==> src/rtl/zion_basic_circuit_lib_clr_skid_reg.sv <==
// Two-entry valid/ready skid register with synchronous flush.
// oRdy and oVld are both taken straight from flops. This breaks the
// combinational ready path between the upstream and downstream stages.
// Only the main register drives oDat. The skid register absorbs the one
// beat that arrives while the downstream stage is stalled.
module zion_basic_circuit_lib_clr_skid_reg #(
    parameter int               WIDTH    = 8,
    parameter logic [WIDTH-1:0] INI_DATA = '0
) (
    input  logic             clk,
    input  logic             rst,
    input  logic             iClr,
    input  logic             iVld,
    output logic             oRdy,
    input  logic [WIDTH-1:0] iDat,
    output logic             oVld,
    input  logic             iRdy,
    output logic [WIDTH-1:0] oDat,
    output logic [1:0]       oCnt
);

    // The state encoding is the occupancy count.
    typedef enum logic [1:0] {
        EMPTY = 2'd0,
        ONE   = 2'd1,
        FULL  = 2'd2
    } state_t;

    state_t           state, stateNxt;
    logic [WIDTH-1:0] mainQ, mainNxt;
    logic [WIDTH-1:0] skidQ, skidNxt;
    logic             vldQ, rdyQ;
    logic             push, pop;

    // Handshakes are qualified by the registered flags, never by next-state logic.
    assign push = iVld & rdyQ;
    assign pop  = vldQ & iRdy;

    // Next-state and datapath selection; clear overrides any same-cycle push/pop.
    always_comb begin
        stateNxt = state;
        mainNxt  = mainQ;
        skidNxt  = skidQ;
        if (iClr) begin
            stateNxt = EMPTY;
            mainNxt  = INI_DATA;
            skidNxt  = INI_DATA;
        end else begin
            case (state)
                EMPTY: begin
                    if (push) begin
                        mainNxt  = iDat;
                        stateNxt = ONE;
                    end
                end
                ONE: begin
                    if (push && !pop) begin
                        skidNxt  = iDat;
                        stateNxt = FULL;
                    end else if (push && pop) begin
                        mainNxt  = iDat;
                    end else if (!push && pop) begin
                        // main keeps the beat just consumed; only oVld drops
                        stateNxt = EMPTY;
                    end
                end
                FULL: begin
                    if (pop) begin
                        mainNxt  = skidQ;
                        stateNxt = ONE;
                    end
                end
                default: begin
                    // unreachable encoding: recover to a clean empty buffer
                    stateNxt = EMPTY;
                    mainNxt  = INI_DATA;
                    skidNxt  = INI_DATA;
                end
            endcase
        end
    end

    // State, data and the registered handshake flags.
    always_ff @(posedge clk or negedge rst) begin
        if (!rst) begin
            state <= EMPTY;
            mainQ <= INI_DATA;
            skidQ <= INI_DATA;
            vldQ  <= 1'b0;
            rdyQ  <= 1'b1;
        end else begin
            state <= stateNxt;
            mainQ <= mainNxt;
            skidQ <= skidNxt;
            vldQ  <= (stateNxt != EMPTY);
            rdyQ  <= (stateNxt != FULL);
        end
    end

    assign oVld = vldQ;
    assign oRdy = rdyQ;
    assign oDat = mainQ;
    assign oCnt = state;

`ifndef SYNTHESIS
    // Accepted data must be fully defined.
    a_dat_known: assert property (@(posedge clk) disable iff (!rst)
        push |-> !$isunknown(iDat));
`endif

endmodule

==> config.mk <==
export PLATFORM = sky130hd
export DESIGN_NAME = zion_basic_circuit_lib_clr_skid_reg
export DESIGN_NICKNAME = d
export VERILOG_FILES = /design/src/rtl/zion_basic_circuit_lib_clr_skid_reg.sv
export SDC_FILE = /design/constraint.sdc
export NUM_CORES = 1
export LEC_CHECK = 0
export CAP_MARGIN = 20
export CORE_MARGIN = 2
export CORE_UTILIZATION = 60
export DETAILED_ROUTE_END_ITERATION = 8
export DONT_BUFFER_PORTS = 1
export HOLD_SLACK_MARGIN = 0.12
export PLACE_DENSITY_LB_ADDON = 0.1
export SETUP_SLACK_MARGIN = 0.4
export SLEW_MARGIN = 20
export SYNTH_ARGS = -nofsm -noshare
export SYNTH_HDL_FRONTEND = slang
export SYNTH_SLANG_ARGS = --single-unit
==> constraint.sdc <==
create_clock -name clk -period 1.55 [get_ports clk]
set_input_delay 0.155 -clock clk [delete_from_list [all_inputs] [get_ports clk]]
set_output_delay 0.155 -clock clk [all_outputs]
set_load 0.005 [all_outputs]
After elaboration in Yosys (flattened, before gate mapping)
Index checks and enable logic that the tools add are counted. W data, S select, Z words.

Flip-flop bits (word level): 20. Input bits: 13. Word-level logic and storage cells: 42.

Equal/unequal tests: 9. Mux-type cells: 16. Bitwise logic cells: 2. Reductions and logical operators: 10.

Operators with widths (count): $mux W8 (7); $pmux W8 S3 (1); $pmux W8 S2 (1); $ne A3 B3 Y1 const B (5); $mux W2 (6); $pmux W2 S3 (1); $reduce_and A4 Y1 (1); $logic_and A1 B1 Y1 (3); $and A1 B1 Y1 (2); $eq A2 B1 Y1 const B (1); $eq A2 B2 Y1 const B (1); $logic_not A1 Y1 (2); $logic_not A2 Y1 (1); $ne A2 B1 Y1 const B (1); $ne A2 B2 Y1 const B (1); $reduce_and A2 Y1 (1); $reduce_bool A2 Y1 (1); $reduce_or A2 Y1 (1).

Logic depth before layout (Yosys ltp)
Depth after elaboration: 9. Depth in mapped cells: 4.

Least setup slack after synthesis
No wires, ideal clock.

Kind: register to register. Start point: register state[1] (netlist: oCnt[1]). End point: register mainQ[0] (netlist: oDat[0]). Arrival: 1.275 ns. Required time: 1.425 ns. Path slack: 0.149 ns. Cell stages (with the launch flop): 5. Buffers on the path: 1. Period minus slack after synthesis: 1.401 ns. Cells stage by stage: dfrtp_1 > xnor2_1 > o31a_1 > buf_6 > mux2_4.

Cells in the longest elaborated chain, start to end: 3.

Ends and longest elaborated chain: start: declaration (RTL line 29) `state_t state, stateNxt;`; start signal: assignment (RTL line 92) `state <= stateNxt;`; $eq A2 B1 Y1 (tied with other cells) (RTL line 49) `case (state)`; $ne A3 B3 Y1 (no source line) or $pmux W8 S3 (tied branches); $reduce_and A4 Y1 (no source line) or $mux W8 (tied branches); end signal: assignment (RTL line 93) `mainQ <= mainNxt;`; end: declaration (RTL line 30) `logic [WIDTH-1:0] mainQ, mainNxt;`.

Several ways; a longest one is shown, not always the timed one. A chain may end at the register's enable or synchronous reset.

Worst setup path in the final report
Ends and elaborated chain as after synthesis.

==> metrics.cfg <==
[floorplanning]
die_height_um=47.56
design.core.area_mm2=0.001764
num_rows=15
io_pins=25
design.die.area_mm2=0.002262
die_x_um=47.56
initial_utilization_pct=64.54

[global_route]
grt_max_degree=28
vias_in_the_first_global_route=836
grt.overflow.total=0
overall_routing_resource_usage_pct=26.13
grt_antenna_before_repair=0
global_route_wire_length_before_repair_um=4084

[synthesis]
nets_in_the_synthesized_netlist=125
asyncSetResetFlopFracSynth_pct=100.0
synth_enable_flop_cells=0
syn_avg_cell_area_um2=10.17
synthesis.yosys.warnings=0
synth_sequential_area_ratio_pct=44.07
synth_seq_cells=20
post_synth_instance_area_mm2=0.001139
synthCells=112
dominant_synthesized_flop_cell=dfrtp_1
synthDistinctLibCells=25

[worst_setup_path]
slowest_stage=dfrtp_2
critPathArrivalTime_ns=1.68
r2r_cells=3
critPathMaxFanout=8
path_cells=xnor2_2, o31a_4, mux2_4
startpoint_type_of_the_worst_setup_path=flop
timing.critical_path.to_type=flop
required_time_worst_endpoint_ns=1.75
timing.critical_path.slowest_cell_delay_ns=0.48
setup.worst_path.class=flop to flop

[detailed_routing]
detail-route-antenna-nets=0
drt_iter0_markers=58
avg_wl_per_cell_um=22.43
drc_viols=0
viasPerCell=7.189
routed-via-count=1028
drt_pass1_iterations=4
finalWirelength_um=3208

[clocking]
clk_latency_ns=0.31
clkSlewWorstSetupHoldPaths_ns=0.14
cts_hold_repair.buffers=1
tritoncts=yes
clk_path_buf_depth=2
cts.sink_count=20
cts.root.buffer_cell=clkbuf_4
cts-buffers-inserted=3
htree_levels=1

[finish]
diodes=0
area_growth_syn_to_layout_pct=26.37
layout.filler_cells=106
share_of_layout_cells_above_drive_strength_1_pct=39.83
final_area_mm2=0.001439
total_number_of_nets_in_the_final_design=132

[timing]
report.final.hold_viol_count=11
whs_ns=-0.1199
clock_skew_ns=0.008064
share_of_the_cycle_needed_by_the_critical_path_after_routing_pct=95.42
timing.max_slew.rel_slack_pct=37.49
setup_violations=0
setup-tns-final_ns=0
finalWorstPathRequiredPeriod_ns=1.479
slew_viol_final=0
worstMarginPinSlew_ns=0.9346
rsz0062_at_grt=yes
postLayoutSetupSlackWorst_ns=0.07104
max_freq_mhz=676.2

[power_and_ir_drop]
internal_power_mw=1.037
switchingPower_uw=435.1
power.combinational.fraction_pct=27.0
power.static_leakage_nw=0.5666
power_frac_seq_pct=42.5
max-vdd-ir-drop_mv=0.8627
final_total_power_mw=1.472
power_switching_share_pct=29.56
power_per_cell_area_mw_per_mm2=1023
clock_power_share_pct=30.5

[place]
portBuffers=0
placed_cell_area_mm2=0.001180
detailedPlace.worstSlack_ns=-0.02015
hpwl_um=1740
routability_cong=0.7389

[flow_run]
max-cap-violations=0

[outcome]
status=finished, violations left
violated_checks=hold timing

[min_path]
holdPathStages=1
hold_path.class=input pin to flop

synth_stat cells, types with 2 or more instances:
| master | instances | area, um2 |
|---|---|---|
| a21oi_1 | 8 | 40.04 |
| o31ai_1 | 8 | 60.06 |
| clkbuf_1 | 8 | 30.03 |
| a221oi_1 | 8 | 70.07 |
| nand4_1 | 8 | 50.05 |
| mux2_4 | 8 | 120.1 |
| inv_1 | 2 | 7.510 |
| nand3b_1 | 8 | 60.06 |
| nand2_1 | 10 | 37.54 |
| nand2b_1 | 8 | 50.05 |
| and2_1 | 2 | 12.51 |
| a211oi_1 | 3 | 22.52 |
| dfrtp_1 | 19 | 475.5 |
path summary, 6_finish.rpt:
check	start	end	slack [ns]
setup / recovery	oCnt[1]	oDat[0]	0.07
hold / removal	iClr	skidQ[1]	-0.12
setup reg to reg	oCnt[1]	oDat[0]	0.07
hold reg to reg	oDat[5]	oDat[5]	0.56
max in group asynchronous	rst	oCnt[0]	0.51
min in group asynchronous	rst	oDat[6]	0.41
worst max-delay path, delay by kind of cell, from the launching register on:
family                    cells  cell delay [ns]
muxes                         1             0.32
xor gates and xnor gates      1             0.16
DFF                           1             0.48
AOI/OAI and AO/OA             1             0.41
timing repair:
item / 4_1_cts / 5_1_grt
setup endpoints to repair: 21 / 21
buffers inserted: 1 / 2
hold endpoints to repair: 32 / 12
cloned: 1 / 1
pin swaps: 1 / 5
resized for setup: 13 / 22
area by class of cell:
| cell class | instances | area (um2) | area share, % |
|---|---|---|---|
| clock buffer | 3 | 22.52 | 1.565 |
| clock inverter | 1 | 30.03 | 2.087 |
| inverter | 2 | 11.26 | 0.7826 |
| multi-input combinational | 80 | 698.2 | 48.52 |
| sequential | 20 | 504.2 | 35.04 |
| tap | 25 | 31.28 | 2.174 |
| timing repair buffer | 12 | 141.4 | 9.826 |
kinds of logic (layout without fill, tap and decap cells):
| family | after synthesis | in the layout | synth area share, % |
|---|---|---|---|
| and+or+nand+nor | 38 | 39 | 19.23 |
| DFF | 20 | 20 | 44.07 |
| AOI/OAI and AO/OA | 32 | 32 | 20.33 |
| xor gates and xnor gates | 1 | 1 | 0.7694 |
| buffers and inverters | 13 | 18 | 5.054 |
| muxes | 8 | 8 | 10.55 |
routing by layer:
metal	track usage [%]	part of all wire (%)	wire length [um]	vias up
met5	0	0	0	-
met4	3.784	2.7	87	0
met3	5.660	10	323	14
met2	41.89	50	1596	82
met1	37.44	37	1202	493
li1	-	-	-	439
cell usage in the layout, fill, tap and decap left out:
| master | n |
|---|---|
| a2111oi_2 | 1 |
| a211o_1 | 1 |
| a211oi_1 | 1 |
| a211oi_2 | 1 |
| a211oi_4 | 1 |
| a21boi_2 | 1 |
| a21oi_1 | 8 |
| a221oi_1 | 6 |
| a221oi_2 | 2 |
| and2_4 | 3 |
| buf_12 | 1 |
| buf_4 | 4 |
| buf_6 | 5 |
| bufinv_16 | 1 |
| clkbuf_16 | 1 |
| clkbuf_4 | 3 |
| clkinvlp_4 | 1 |
| dfrtp_1 | 17 |
| dfrtp_2 | 2 |
| dfstp_2 | 1 |
| dlygate4sd3_1 | 1 |
| inv_1 | 1 |
| mux2_4 | 8 |
| nand2_1 | 8 |
| nand2_2 | 1 |
| nand2_4 | 1 |
| nand2b_1 | 8 |
| nand3b_1 | 8 |
| nand4_1 | 8 |
| nor2_2 | 1 |
| nor3_4 | 1 |
| o21ai_0 | 1 |
| o31a_4 | 1 |
| o31ai_1 | 3 |
| o31ai_2 | 5 |
| xnor2_2 | 1 |
per-stage QoR:
| step | hold WS [ns] | cells | util, % |
|---|---|---|---|
| after floorplan | -0.1406 | 112 | - |
| after global placement | -0.1402 | 133 | 66.88 |
| after detailed placement | -0.1401 | 133 | 66.88 |
| after CTS | -0.1068 | 140 | 74.47 |
| after global routing | -0.1278 | 143 | 81.56 |
| final | -0.1199 | 143 | 81.56 |
state kept, by name, summed over array words and instances (netlist names):
name and flops:
oVld 1, oCnt 2, oRdy 1, oDat 8, skidQ 8
power groups by stage:
stage | Clock (mW) | Combinational [mW] | Sequential [mW]
final | 0.449 | 0.397 | 0.626
after global routing | 0.460 | 0.416 | 0.633
after CTS | 0.430 | 0.312 | 0.618
after detailed placement | 0 | 0.264 | 0.625
after global placement | 0 | 0.252 | 0.621
after floorplan | 0 | 0.221 | 0.617
(Power assumes the default switching activity.)
